<file path="src/rtl/uart_tx_fifo_pkg.sv">
// Shared types and constants for the buffered UART transmitter.
// The PARITY state exists only when UART_TX_PARITY_EN is defined.
package uart_pkg;

    typedef enum logic [2:0] {
        IDLE   = 3'd0,
        START  = 3'd1,
        DATA   = 3'd2,
`ifdef UART_TX_PARITY_EN
        PARITY = 3'd4,
`endif
        STOP   = 3'd3
    } tx_state_t;

    localparam logic [1:0] PAR_NONE = 2'b00;
    localparam logic [1:0] PAR_EVEN = 2'b01;
    localparam logic [1:0] PAR_ODD  = 2'b10;

    function automatic int unsigned frame_ticks(input int unsigned dbit,
                                                input int unsigned os_tick,
                                                input int unsigned sb_tick,
                                                input bit          parity);
        return os_tick * (1 + dbit + (parity ? 1 : 0)) + sb_tick;
    endfunction

endpackage

</file>
<file path="src/rtl/uart_tx_fifo_mem.sv">
// Synchronous FIFO for the UART transmitter; head entry is visible
// combinationally so the FSM can pop and load in the same cycle.
module uart_tx_fifo_mem #(
    parameter int unsigned DW    = 8,
    parameter int unsigned DEPTH = 8
) (
    input  logic                     clk,
    input  logic                     reset,
    input  logic                     push,
    input  logic                     pop,
    input  logic [DW-1:0]            wr_data,
    output logic [DW-1:0]            rd_data,
    output logic                     full,
    output logic                     empty,
    output logic [$clog2(DEPTH):0]   count
);

    localparam int unsigned AW = $clog2(DEPTH);
    localparam int unsigned PW = AW + 1;

    logic [DW-1:0] mem_q [DEPTH];
    logic [DW-1:0] mem_d [DEPTH];
    logic [PW-1:0] wr_ptr_q, wr_ptr_d;
    logic [PW-1:0] rd_ptr_q, rd_ptr_d;

    always_comb begin
        mem_d    = mem_q;
        wr_ptr_d = wr_ptr_q;
        rd_ptr_d = rd_ptr_q;
        if (push) begin
            mem_d[wr_ptr_q[AW-1:0]] = wr_data;
            wr_ptr_d = wr_ptr_q + PW'(1);
        end
        if (pop) begin
            rd_ptr_d = rd_ptr_q + PW'(1);
        end
    end

    always_ff @(posedge clk) begin
        mem_q <= mem_d;
    end

    always_ff @(posedge clk or negedge reset) begin
        if (!reset) begin
            wr_ptr_q <= '0;
            rd_ptr_q <= '0;
        end else begin
            wr_ptr_q <= wr_ptr_d;
            rd_ptr_q <= rd_ptr_d;
        end
    end

    // Pointers carry one extra wrap bit, so their difference is the occupancy.
    assign count   = wr_ptr_q - rd_ptr_q;
    assign full    = (count == PW'(DEPTH));
    assign empty   = (wr_ptr_q == rd_ptr_q);
    assign rd_data = mem_q[rd_ptr_q[AW-1:0]];

endmodule

</file>
<file path="src/rtl/uart_tx_fifo.sv">
// Buffered UART transmitter: FIFO plus LSB-first serialiser with back-to-back frames.
// Define UART_TX_PARITY_EN to add the parity_mode port and the PARITY state.
module uart_tx_fifo
    import uart_pkg::*;
#(
    parameter int unsigned DBIT       = 8,
    parameter int unsigned OS_TICK    = 16,
    parameter int unsigned SB_TICK    = 16,
    parameter int unsigned FIFO_DEPTH = 8
) (
    input  logic                          clk,
    input  logic                          reset,
    input  logic                          s_tick,
    input  logic                          wr_en,
    input  logic [DBIT-1:0]               wr_data,
`ifdef UART_TX_PARITY_EN
    input  logic [1:0]                    parity_mode,
`endif
    output logic                          full,
    output logic [$clog2(FIFO_DEPTH):0]   fifo_count,
    output logic                          overflow_tick,
    output logic                          tx,
    output logic                          tx_busy,
    output logic                          tx_done_tick
);

    localparam int unsigned TMAX = (OS_TICK > SB_TICK) ? OS_TICK : SB_TICK;
    localparam int unsigned TW   = $clog2(TMAX);
    localparam int unsigned BW   = $clog2(DBIT);

    localparam logic [TW-1:0] OS_LAST  = TW'(OS_TICK - 1);
    localparam logic [TW-1:0] SB_LAST  = TW'(SB_TICK - 1);
    localparam logic [BW-1:0] BIT_LAST = BW'(DBIT - 1);

    tx_state_t       state_q, state_d;
    logic [TW-1:0]   tick_q, tick_d;
    logic [BW-1:0]   bit_q, bit_d;
    logic [DBIT-1:0] shift_q, shift_d;
    logic            tx_q, tx_d;
    logic            done_q, done_d;
`ifdef UART_TX_PARITY_EN
    logic [1:0]      par_mode_q, par_mode_d;
    logic            par_acc_q, par_acc_d;
`endif

    logic            pop;
    logic            push;
    logic            empty;
    logic [DBIT-1:0] head;

    assign push          = wr_en & (~full | pop);
    assign overflow_tick = wr_en & full & ~pop;

    uart_tx_fifo_mem #(
        .DW    (DBIT),
        .DEPTH (FIFO_DEPTH)
    ) u_fifo (
        .clk     (clk),
        .reset   (reset),
        .push    (push),
        .pop     (pop),
        .wr_data (wr_data),
        .rd_data (head),
        .full    (full),
        .empty   (empty),
        .count   (fifo_count)
    );

    always_ff @(posedge clk or negedge reset) begin
        if (!reset) begin
            state_q    <= IDLE;
            tick_q     <= '0;
            bit_q      <= '0;
            shift_q    <= '0;
            tx_q       <= 1'b1;
            done_q     <= 1'b0;
`ifdef UART_TX_PARITY_EN
            par_mode_q <= PAR_NONE;
            par_acc_q  <= 1'b0;
`endif
        end else begin
            state_q    <= state_d;
            tick_q     <= tick_d;
            bit_q      <= bit_d;
            shift_q    <= shift_d;
            tx_q       <= tx_d;
            done_q     <= done_d;
`ifdef UART_TX_PARITY_EN
            par_mode_q <= par_mode_d;
            par_acc_q  <= par_acc_d;
`endif
        end
    end

    always_comb begin
        state_d    = state_q;
        tick_d     = tick_q;
        bit_d      = bit_q;
        shift_d    = shift_q;
        done_d     = 1'b0;
        pop        = 1'b0;
`ifdef UART_TX_PARITY_EN
        par_mode_d = par_mode_q;
        par_acc_d  = par_acc_q;
`endif
        unique case (state_q)
            IDLE: begin
                pop = ~empty;
            end
            START: begin
                if (s_tick) begin
                    if (tick_q == OS_LAST) begin
                        tick_d  = '0;
                        bit_d   = '0;
                        state_d = DATA;
                    end else begin
                        tick_d = tick_q + TW'(1);
                    end
                end
            end
            DATA: begin
                if (s_tick) begin
                    if (tick_q == OS_LAST) begin
                        tick_d  = '0;
                        shift_d = shift_q >> 1;
`ifdef UART_TX_PARITY_EN
                        par_acc_d = par_acc_q ^ shift_q[0];
`endif
                        if (bit_q == BIT_LAST) begin
                            bit_d   = '0;
                            state_d = STOP;
`ifdef UART_TX_PARITY_EN
                            if (par_mode_q == PAR_EVEN || par_mode_q == PAR_ODD) begin
                                state_d = PARITY;
                            end
`endif
                        end else begin
                            bit_d = bit_q + BW'(1);
                        end
                    end else begin
                        tick_d = tick_q + TW'(1);
                    end
                end
            end
`ifdef UART_TX_PARITY_EN
            PARITY: begin
                if (s_tick) begin
                    if (tick_q == OS_LAST) begin
                        tick_d  = '0;
                        state_d = STOP;
                    end else begin
                        tick_d = tick_q + TW'(1);
                    end
                end
            end
`endif
            STOP: begin
                if (s_tick) begin
                    if (tick_q == SB_LAST) begin
                        tick_d  = '0;
                        done_d  = 1'b1;
                        state_d = IDLE;
                        pop     = ~empty;
                    end else begin
                        tick_d = tick_q + TW'(1);
                    end
                end
            end
            default: begin
                state_d = IDLE;
            end
        endcase

        // Loading is shared by IDLE and the back-to-back exit from STOP.
        if (pop) begin
            shift_d = head;
            tick_d  = '0;
            bit_d   = '0;
            state_d = START;
`ifdef UART_TX_PARITY_EN
            par_mode_d = parity_mode;
            par_acc_d  = 1'b0;
`endif
        end
    end

    // Decoded from the next state so the registered line changes on the transition edge.
    always_comb begin
        tx_d = 1'b1;
        unique case (state_d)
            START:   tx_d = 1'b0;
            DATA:    tx_d = shift_d[0];
`ifdef UART_TX_PARITY_EN
            PARITY:  tx_d = par_acc_d ^ (par_mode_q == PAR_ODD);
`endif
            default: tx_d = 1'b1;
        endcase
    end

    assign tx           = tx_q;
    assign tx_done_tick = done_q;
    assign tx_busy      = (state_q != IDLE);

endmodule

</file>
<file path="config.mk">
export PLATFORM = sky130hd
export DESIGN_NAME = uart_tx_fifo
export DESIGN_NICKNAME = d
export VERILOG_FILES = /design/src/rtl/uart_tx_fifo_pkg.sv /design/src/rtl/uart_tx_fifo_mem.sv /design/src/rtl/uart_tx_fifo.sv
export SDC_FILE = /design/constraint.sdc
export NUM_CORES = 1
export LEC_CHECK = 0
export CAP_MARGIN = 20
export CORE_ASPECT_RATIO = 1.4
export CORE_MARGIN = 2
export CORE_UTILIZATION = 50
export CTS_CLUSTER_SIZE = 24
export DETAILED_ROUTE_END_ITERATION = 8
export PLACE_DENSITY_LB_ADDON = 0.3
export REMOVE_ABC_BUFFERS = 1
export SLEW_MARGIN = 25
export SYNTH_ARGS = -nofsm -noshare
export SYNTH_HDL_FRONTEND = slang
export SYNTH_HIERARCHICAL = 1
export SYNTH_SLANG_ARGS = --single-unit
export TNS_END_PERCENT = 1
</file>
<file path="constraint.sdc">
create_clock -name clk -period 3.85 [get_ports clk]
set_input_delay 0.5775 -clock clk [delete_from_list [all_inputs] [get_ports clk]]
set_output_delay 0.5775 -clock clk [all_outputs]
set_load 0.02 [all_outputs]
</file>
**After elaboration in Yosys (flattened, before gate mapping)**

Cells that the tools add are included.

- Add/subtract/negate cells: 5
- Order comparisons: 3
- Eq/ne operators: 13
- Muxes and demuxes: 37
- Bitwise gates (word level): 9
- Reduce and logical (&&, ||, !) cells: 12

Operator list:

| cell | number |
|---|---|
| $bwmux W64 | 1 |
| $mux W8 | 7 |
| $mux W3 | 14 |
| $bmux W8 S3 | 1 |
| $demux W8 S3 | 1 |
| $mux W4 | 4 |
| $add A4 B1 Y4 const B | 3 |
| $ne A3 B3 Y1 const B | 4 |
| $pmux W3 S4 | 1 |
| $eq A3 B2 Y1 const B | 3 |
| $eq A4 B4 Y1 const B | 2 |
| $ge A4 B4 Y1 const B | 2 |
| $not A3 Y4 | 2 |
| $reduce_bool A2 Y1 | 4 |
| $eq A3 B1 Y1 const B | 2 |
| $pmux W3 S2 | 1 |
| $reduce_bool A3 Y1 | 2 |
| $mux W1 | 5 |
| $reduce_and A5 Y1 | 1 |
| $eq A4 B4 Y1 | 1 |
| $lt A4 B1 Y1 const B | 1 |
| $pmux W1 S2 | 2 |
| $sub A4 B4 Y4 | 1 |
| $add A3 B1 Y3 const B | 1 |
| other kinds (9) | 13 |

- Flip-flop bits (word level): 92
- Bits of input ports: 12
- Output and inout bits: 9
- Word-level logic and storage cells: 96

**Logic depth before layout (Yosys ltp)**

- Depth in word-level cells: 8
- Mapped depth: 12
- Mapped depth without buffers: 10

**Hierarchy**

Netlist, hierarchy kept.

By module, submodules not included:

| module | instances | cells an instance | area each (um^2) | seq. area each (um^2) |
|---|---|---|---|---|
| uart_tx_fifo_mem | 1 | 166 | 2955.3 | 2122.0 |
| uart_tx_fifo | 1 | 117 | 1122.3 | 501.7 |

**Worst setup path before layout**

OpenSTA, ideal clock, no wires.

- Path kind: reg-to-reg
- From: register u_fifo.rd_ptr_q[1]
- To: register u_fifo/mem_q[56] (netlist name), enable pin
- Setup time: 0.383 ns
- Data arrival time: 3.022 ns
- Data required time: 3.467 ns
- Slack: 0.445 ns
- Cell stages (with the launch flop): 12
- Buffers on the path: 2
- Period minus slack after synthesis: 3.405 ns
- Cell sequence: dfrtp_1 -> buf_2 -> buf_2 -> inv_1 -> ha_1 -> nand3_1 -> nor2_1 -> nor2_1 -> o21ai_4 -> a21boi_0 -> nand2_1 -> nor3_1

- Word-level cells in the longest chain between the ends: 7
- Elaborated cells between the ends (all ways): 10
- Those cells by class: 1 x add/sub; 2 x eq/ne; 3 x mux; 4 x bitwise

RTL lines:

| item | RTL line | RTL |
|---|---|---|
| start, declared | uart_tx_fifo_mem.sv:24 | `logic [PW-1:0] rd_ptr_q, rd_ptr_d;` |
| start signal, assigned | uart_tx_fifo_mem.sv:49 | `rd_ptr_q <= rd_ptr_d;` |
| $eq A4 B4 Y1 (*) | uart_tx_fifo_mem.sv:56 | `assign empty = (wr_ptr_q == rd_ptr_q);` |
| named net empty | uart_tx_fifo.sv:48 | `logic empty;` |
| $not A1 Y1 (*) | uart_tx_fifo.sv:108, uart_tx_fifo.sv:163 |  |
| $mux W1 | uart_tx_fifo.sv:159 | `if (tick_q == SB_LAST) begin` |
| $mux W1 | uart_tx_fifo.sv:158 | `if (s_tick) begin` |
| $pmux W1 S2 (*) | uart_tx_fifo.sv:106 | `unique case (state_q)` |
| $or A1 B1 Y1 (*) | uart_tx_fifo.sv:51 | `assign push = wr_en & (~full \| pop);` |
| $and A1 B1 Y1 (*) | uart_tx_fifo.sv:51 |  |
| named net push | uart_tx_fifo.sv:47 | `logic push;` |
| end signal, assigned | uart_tx_fifo_mem.sv:40 | `mem_q <= mem_d;` |
| end, declared | uart_tx_fifo_mem.sv:21 | `logic [DW-1:0] mem_q [DEPTH];` |

The timed path passes the listed nets; every way through them passes the cells marked *.
A chain may end at the register's enable or synchronous reset.

**Final worst setup path**

- From: register u_fifo.rd_ptr_q[2]
- To: output overflow_tick

- Word-level cells in the longest chain between the ends: 7
- Elaborated cells between the ends (all ways): 10
- Those cells by class: 1 x add/sub; 2 x eq/ne; 3 x mux; 4 x bitwise

RTL lines:

| item | RTL line | RTL |
|---|---|---|
| parallel branches: the longest is 6 deep, another holds $sub A4 B4 Y4 | -- |  |
| $and A1 B1 Y1 (*) | uart_tx_fifo.sv:52 | `assign overflow_tick = wr_en & full & ~pop;` |
| end, declared | uart_tx_fifo.sv:21 | `output logic overflow_tick,` |

Mark *: on every way between the ends.

==> impl_summary.log <==
[metrics] run status: finished clean
[metrics] largest clock skew in the final design: between 4 and 5 ps
[metrics] clock slew at the register clock pins of the worst setup and hold paths: ~60 ps
[metrics] ratio of cells with drive above 1 in the final layout: between 10 and 15%
[metrics] DR vias/cell: 5.43
[metrics] violation count after the first detailed-route iteration: 76
[metrics] commonest register cell after synthesis: edfxtp_1
[metrics] total number of nets in the final design: between 300 and 400
[metrics] Worst Max-Slew Pin Slew: 752 ps
[metrics] count of unresolved DRC violations after routing: 0
[metrics] first-pass GRT wire length: 11.4 mm
[metrics] Setup crit start kind: flop
[metrics] required time worst endpoint: about 3300 ps
[metrics] antenna violations before repair: 0
[metrics] overall via count from detail_route: 2271
[metrics] Num CTS Buffers: 9
[metrics] via count of the first global-routing pass: approximately 2400
[metrics] number of enable flip-flop cells after synthesis: 64
[metrics] Final Hold Vio Count: 0
[metrics] Overall Global Routing Usage: 17.2%
[metrics] post-route cell area: between 4000 and 5000 µm²
[metrics] number of top-level pins: 21
[metrics] power density of the placed cells: 744 nW/µm²
[metrics] number of H-tree branching levels: 3
[metrics] Yosys cell types: 49
[metrics] unrepaired setup endpoints after global routing: false
[metrics] Pre-Repair DR Iteration Count: 4
[metrics] multi-input combinational cell area: roughly 1300 µm²
[metrics] classification of the worst-slack hold path: flop to flop
[metrics] worst max-slew margin expressed relative to the limit: between 40% and 50%
[metrics] category of the critical setup timing path: flop to primary output
[metrics] Die Footprint: 8900 µm²
[metrics] worst vdd ir: 468 µV
[metrics] leakage power total: roughly 0.0017 µW
[metrics] die height: approximately 110 µm
[metrics] number of nets with antenna violations after detailed routing: 0
[metrics] initial core utilization: roughly half
[metrics] Final HPWL DP: roughly 4.8 mm
[metrics] synthesized netlist cell count: 283
[metrics] Max Cap Viol: 0
[metrics] warnings from Yosys: 6
[metrics] worst r2r path cells: 10
[metrics] tightest hold margin: a little under 500 ps
[metrics] GRT overflow: 0
[metrics] share of the clock period used by the worst path: between 90% and 100%
[metrics] synthesized area per cell: ~14 µm²
[metrics] Placement Rows: 39
[metrics] Max Clk Rate: approximately 0.29 GHz
[metrics] IO Port Bufs: 20
[metrics] Pins Over Slew Limit: 0
[metrics] share of the yosys chip area belonging to registers: 64.3%
[metrics] area taken by flip-flops and latches: about 2600 µm²
[metrics] area of the mapped netlist: 4080 µm²
[metrics] critical path capture point type: primary output
[metrics] core footprint: approximately 8000 µm²
[metrics] placed standard-cell area: 4380 µm²
[metrics] Hold Path Depth: 1
[metrics] maximum root-to-sink buffer count: 2
[metrics] fillcell total: ~630
[metrics] number of register bits inferred by synthesis: 92
[metrics] final total negative setup slack: 0 ps
[metrics] TritonCTS clock tree: built
[metrics] crit-path max FO: 11
[metrics] global placer's final weighted congestion: slightly above 0.8
[metrics] Die Width: roughly 80 µm
[metrics] shortest clock period the worst path allows after layout: between 3000 and 4000 ps
[metrics] crit path DAT: between 2000 and 3000 ps
[metrics] pin count of the biggest net entering global routing: 29
[metrics] number of failing setup endpoints in the final timing report: 0
[metrics] Layout Area Growth over Synthesis: 14.3%
[metrics] number of setup buffers added after CTS: 0
[metrics] DR WL/cell: between 15 and 20 µm
[metrics] fraction of registers with async set or reset after synthesis: 30.4%
[metrics] overall routed net length: just under 7 mm
[metrics] clock latency on the worst-skew pair: roughly 340 ps
[metrics] total number of clock tree sinks: 92
[metrics] Clk Tree Root Cell: clkbuf_16
[metrics] Ant. Diodes: 0
## cell usage after synthesis, types with 2 or more instances
| master | n | area, µm² |
|---|---|---|
| edfxtp_1 | 64 | 1920 |
| ha_1 | 8 | 100 |
| inv_1 | 7 | 26.3 |
| mux4_1 | 8 | 210 |
| nand4_1 | 3 | 18.8 |
| mux4_2 | 8 | 180 |
| nor4_1 | 2 | 12.5 |
| xnor2_1 | 5 | 43.8 |
| o21ai_0 | 4 | 20.0 |
| o211ai_1 | 12 | 90.1 |
| or2_2 | 2 | 12.5 |
| xor2_1 | 5 | 43.8 |
| dfrtp_1 | 27 | 676 |
| and3_2 | 2 | 15.0 |
| nand3_1 | 6 | 30.0 |
| buf_6 | 3 | 33.8 |
| nand2_1 | 51 | 191 |
| a21oi_1 | 9 | 45.0 |
| buf_2 | 3 | 15.0 |
| nor2_1 | 15 | 56.3 |
| nand2b_1 | 2 | 12.5 |
| nor3_1 | 5 | 25.0 |
| or3_1 | 3 | 18.8 |
| buf_4 | 2 | 15.0 |
| mux2i_1 | 3 | 30.0 |
## state kept, by name, indices dropped and copies added (netlist names)
signal and cells:
bit_q 3, shift_q 8, state_q 3, tick_q 4, tx 1, tx_done_tick 1
u_fifo/mem_q 64, u_fifo/rd_ptr_q 4, u_fifo/wr_ptr_q 4
## layout by cell type, fill, tap and decap left out, drive strengths merged, types with 4 or more instances in the layout
master,count
edfxtp,64
nand2,51
dfrtp,27
clkdlybuf4s50,20
mux4,16
nor2,15
o211ai,13
inv,10
a21oi,9
clkbuf,9
ha,8
buf,8
nand3,6
o21ai,6
xnor2,5
nor3,5
xor2,5
clkinvlp,5
and3,4
## area by class of cell
class	instances	area share (%)
clock buffers	9	4.83
clock inverters	6	1.02
inverters	9	0.859
multi-input cells	172	28.7
flip-flops and latches	92	56.3
well taps	102	2.74
repair buffers	28	5.58
## layer usage
layer	vias up	global-route usage, %	share of wire (%)
li1	1117	-	-
met1	1122	20.4	42
met2	26	29.2	55
met3	6	4.15	2.2
met4	0	7.57	1.2
met5	-	0	0
## logic make-up after synthesis
family | synth area share, %
fa+ha+maj | 2.95
buf+inv | 3.04
compound gates | 5.55
simple gates | 11.3
xor+xnor | 2.15
mux | 10.6
other cells | 0.0920
flops | 64.3
## where the power goes
| group | total [µW] | internal (µW) | leakage [µW] | switching, µW |
|---|---|---|---|---|
| sequential | 1400 | 1280 | 0.000934 | 121 |
| clock | 806 | 438 | 0.000121 | 368 |
| combinational | 1260 | 576 | 0.000678 | 684 |
## critical path, stage by stage, from the launching register on
cell and delay (ps):
dfrtp_2 490, clkinvlp_4 230, ha_1 380, a21oi_1 210
a21oi_1 120, nor4_2 340, and3_2 230, clkdlybuf4s50_1 590
## repair_timing
action                                  4_1_cts  5_1_grt
resized for setup                             0        3
endpoints found under the setup margin        0        2
endpoints found under the hold margin         0        0
hold buffers                                  0        0
## stage by stage
stage                     util (%)  std cells  power, µW  setup slack (ps)
after CTS                     57.8        418       3490              56.0
after global placement        54.4        403       2650               559
after floorplan                  -        273       2240               128
final                         57.9        418       3470               343
after global routing          57.9        418       3700              85.3
after detailed placement      54.4        403       2680               445
## final timing paths
path | startpoint | end | slack [ps]
setup / recovery | u_fifo/rd_ptr_q[2]$_DFFE_PN0P_ | overflow_tick | 340
hold / removal | u_fifo/wr_ptr_q[3]$_DFFE_PN0P_ | u_fifo/wr_ptr_q[3]$_DFFE_PN0P_ | 490
setup reg to reg | u_fifo/rd_ptr_q[2]$_DFFE_PN0P_ | u_fifo/mem_q[41]$_DFFE_PP_ | 790
hold reg to reg | u_fifo/wr_ptr_q[3]$_DFFE_PN0P_ | u_fifo/wr_ptr_q[3]$_DFFE_PN0P_ | 490
max in group asynchronous | reset | tx$_DFF_PN1_ | 2930
min in group asynchronous | reset | u_fifo/rd_ptr_q[0]$_DFFE_PN0P_ | 620
(Power assumes the default switching activity.)
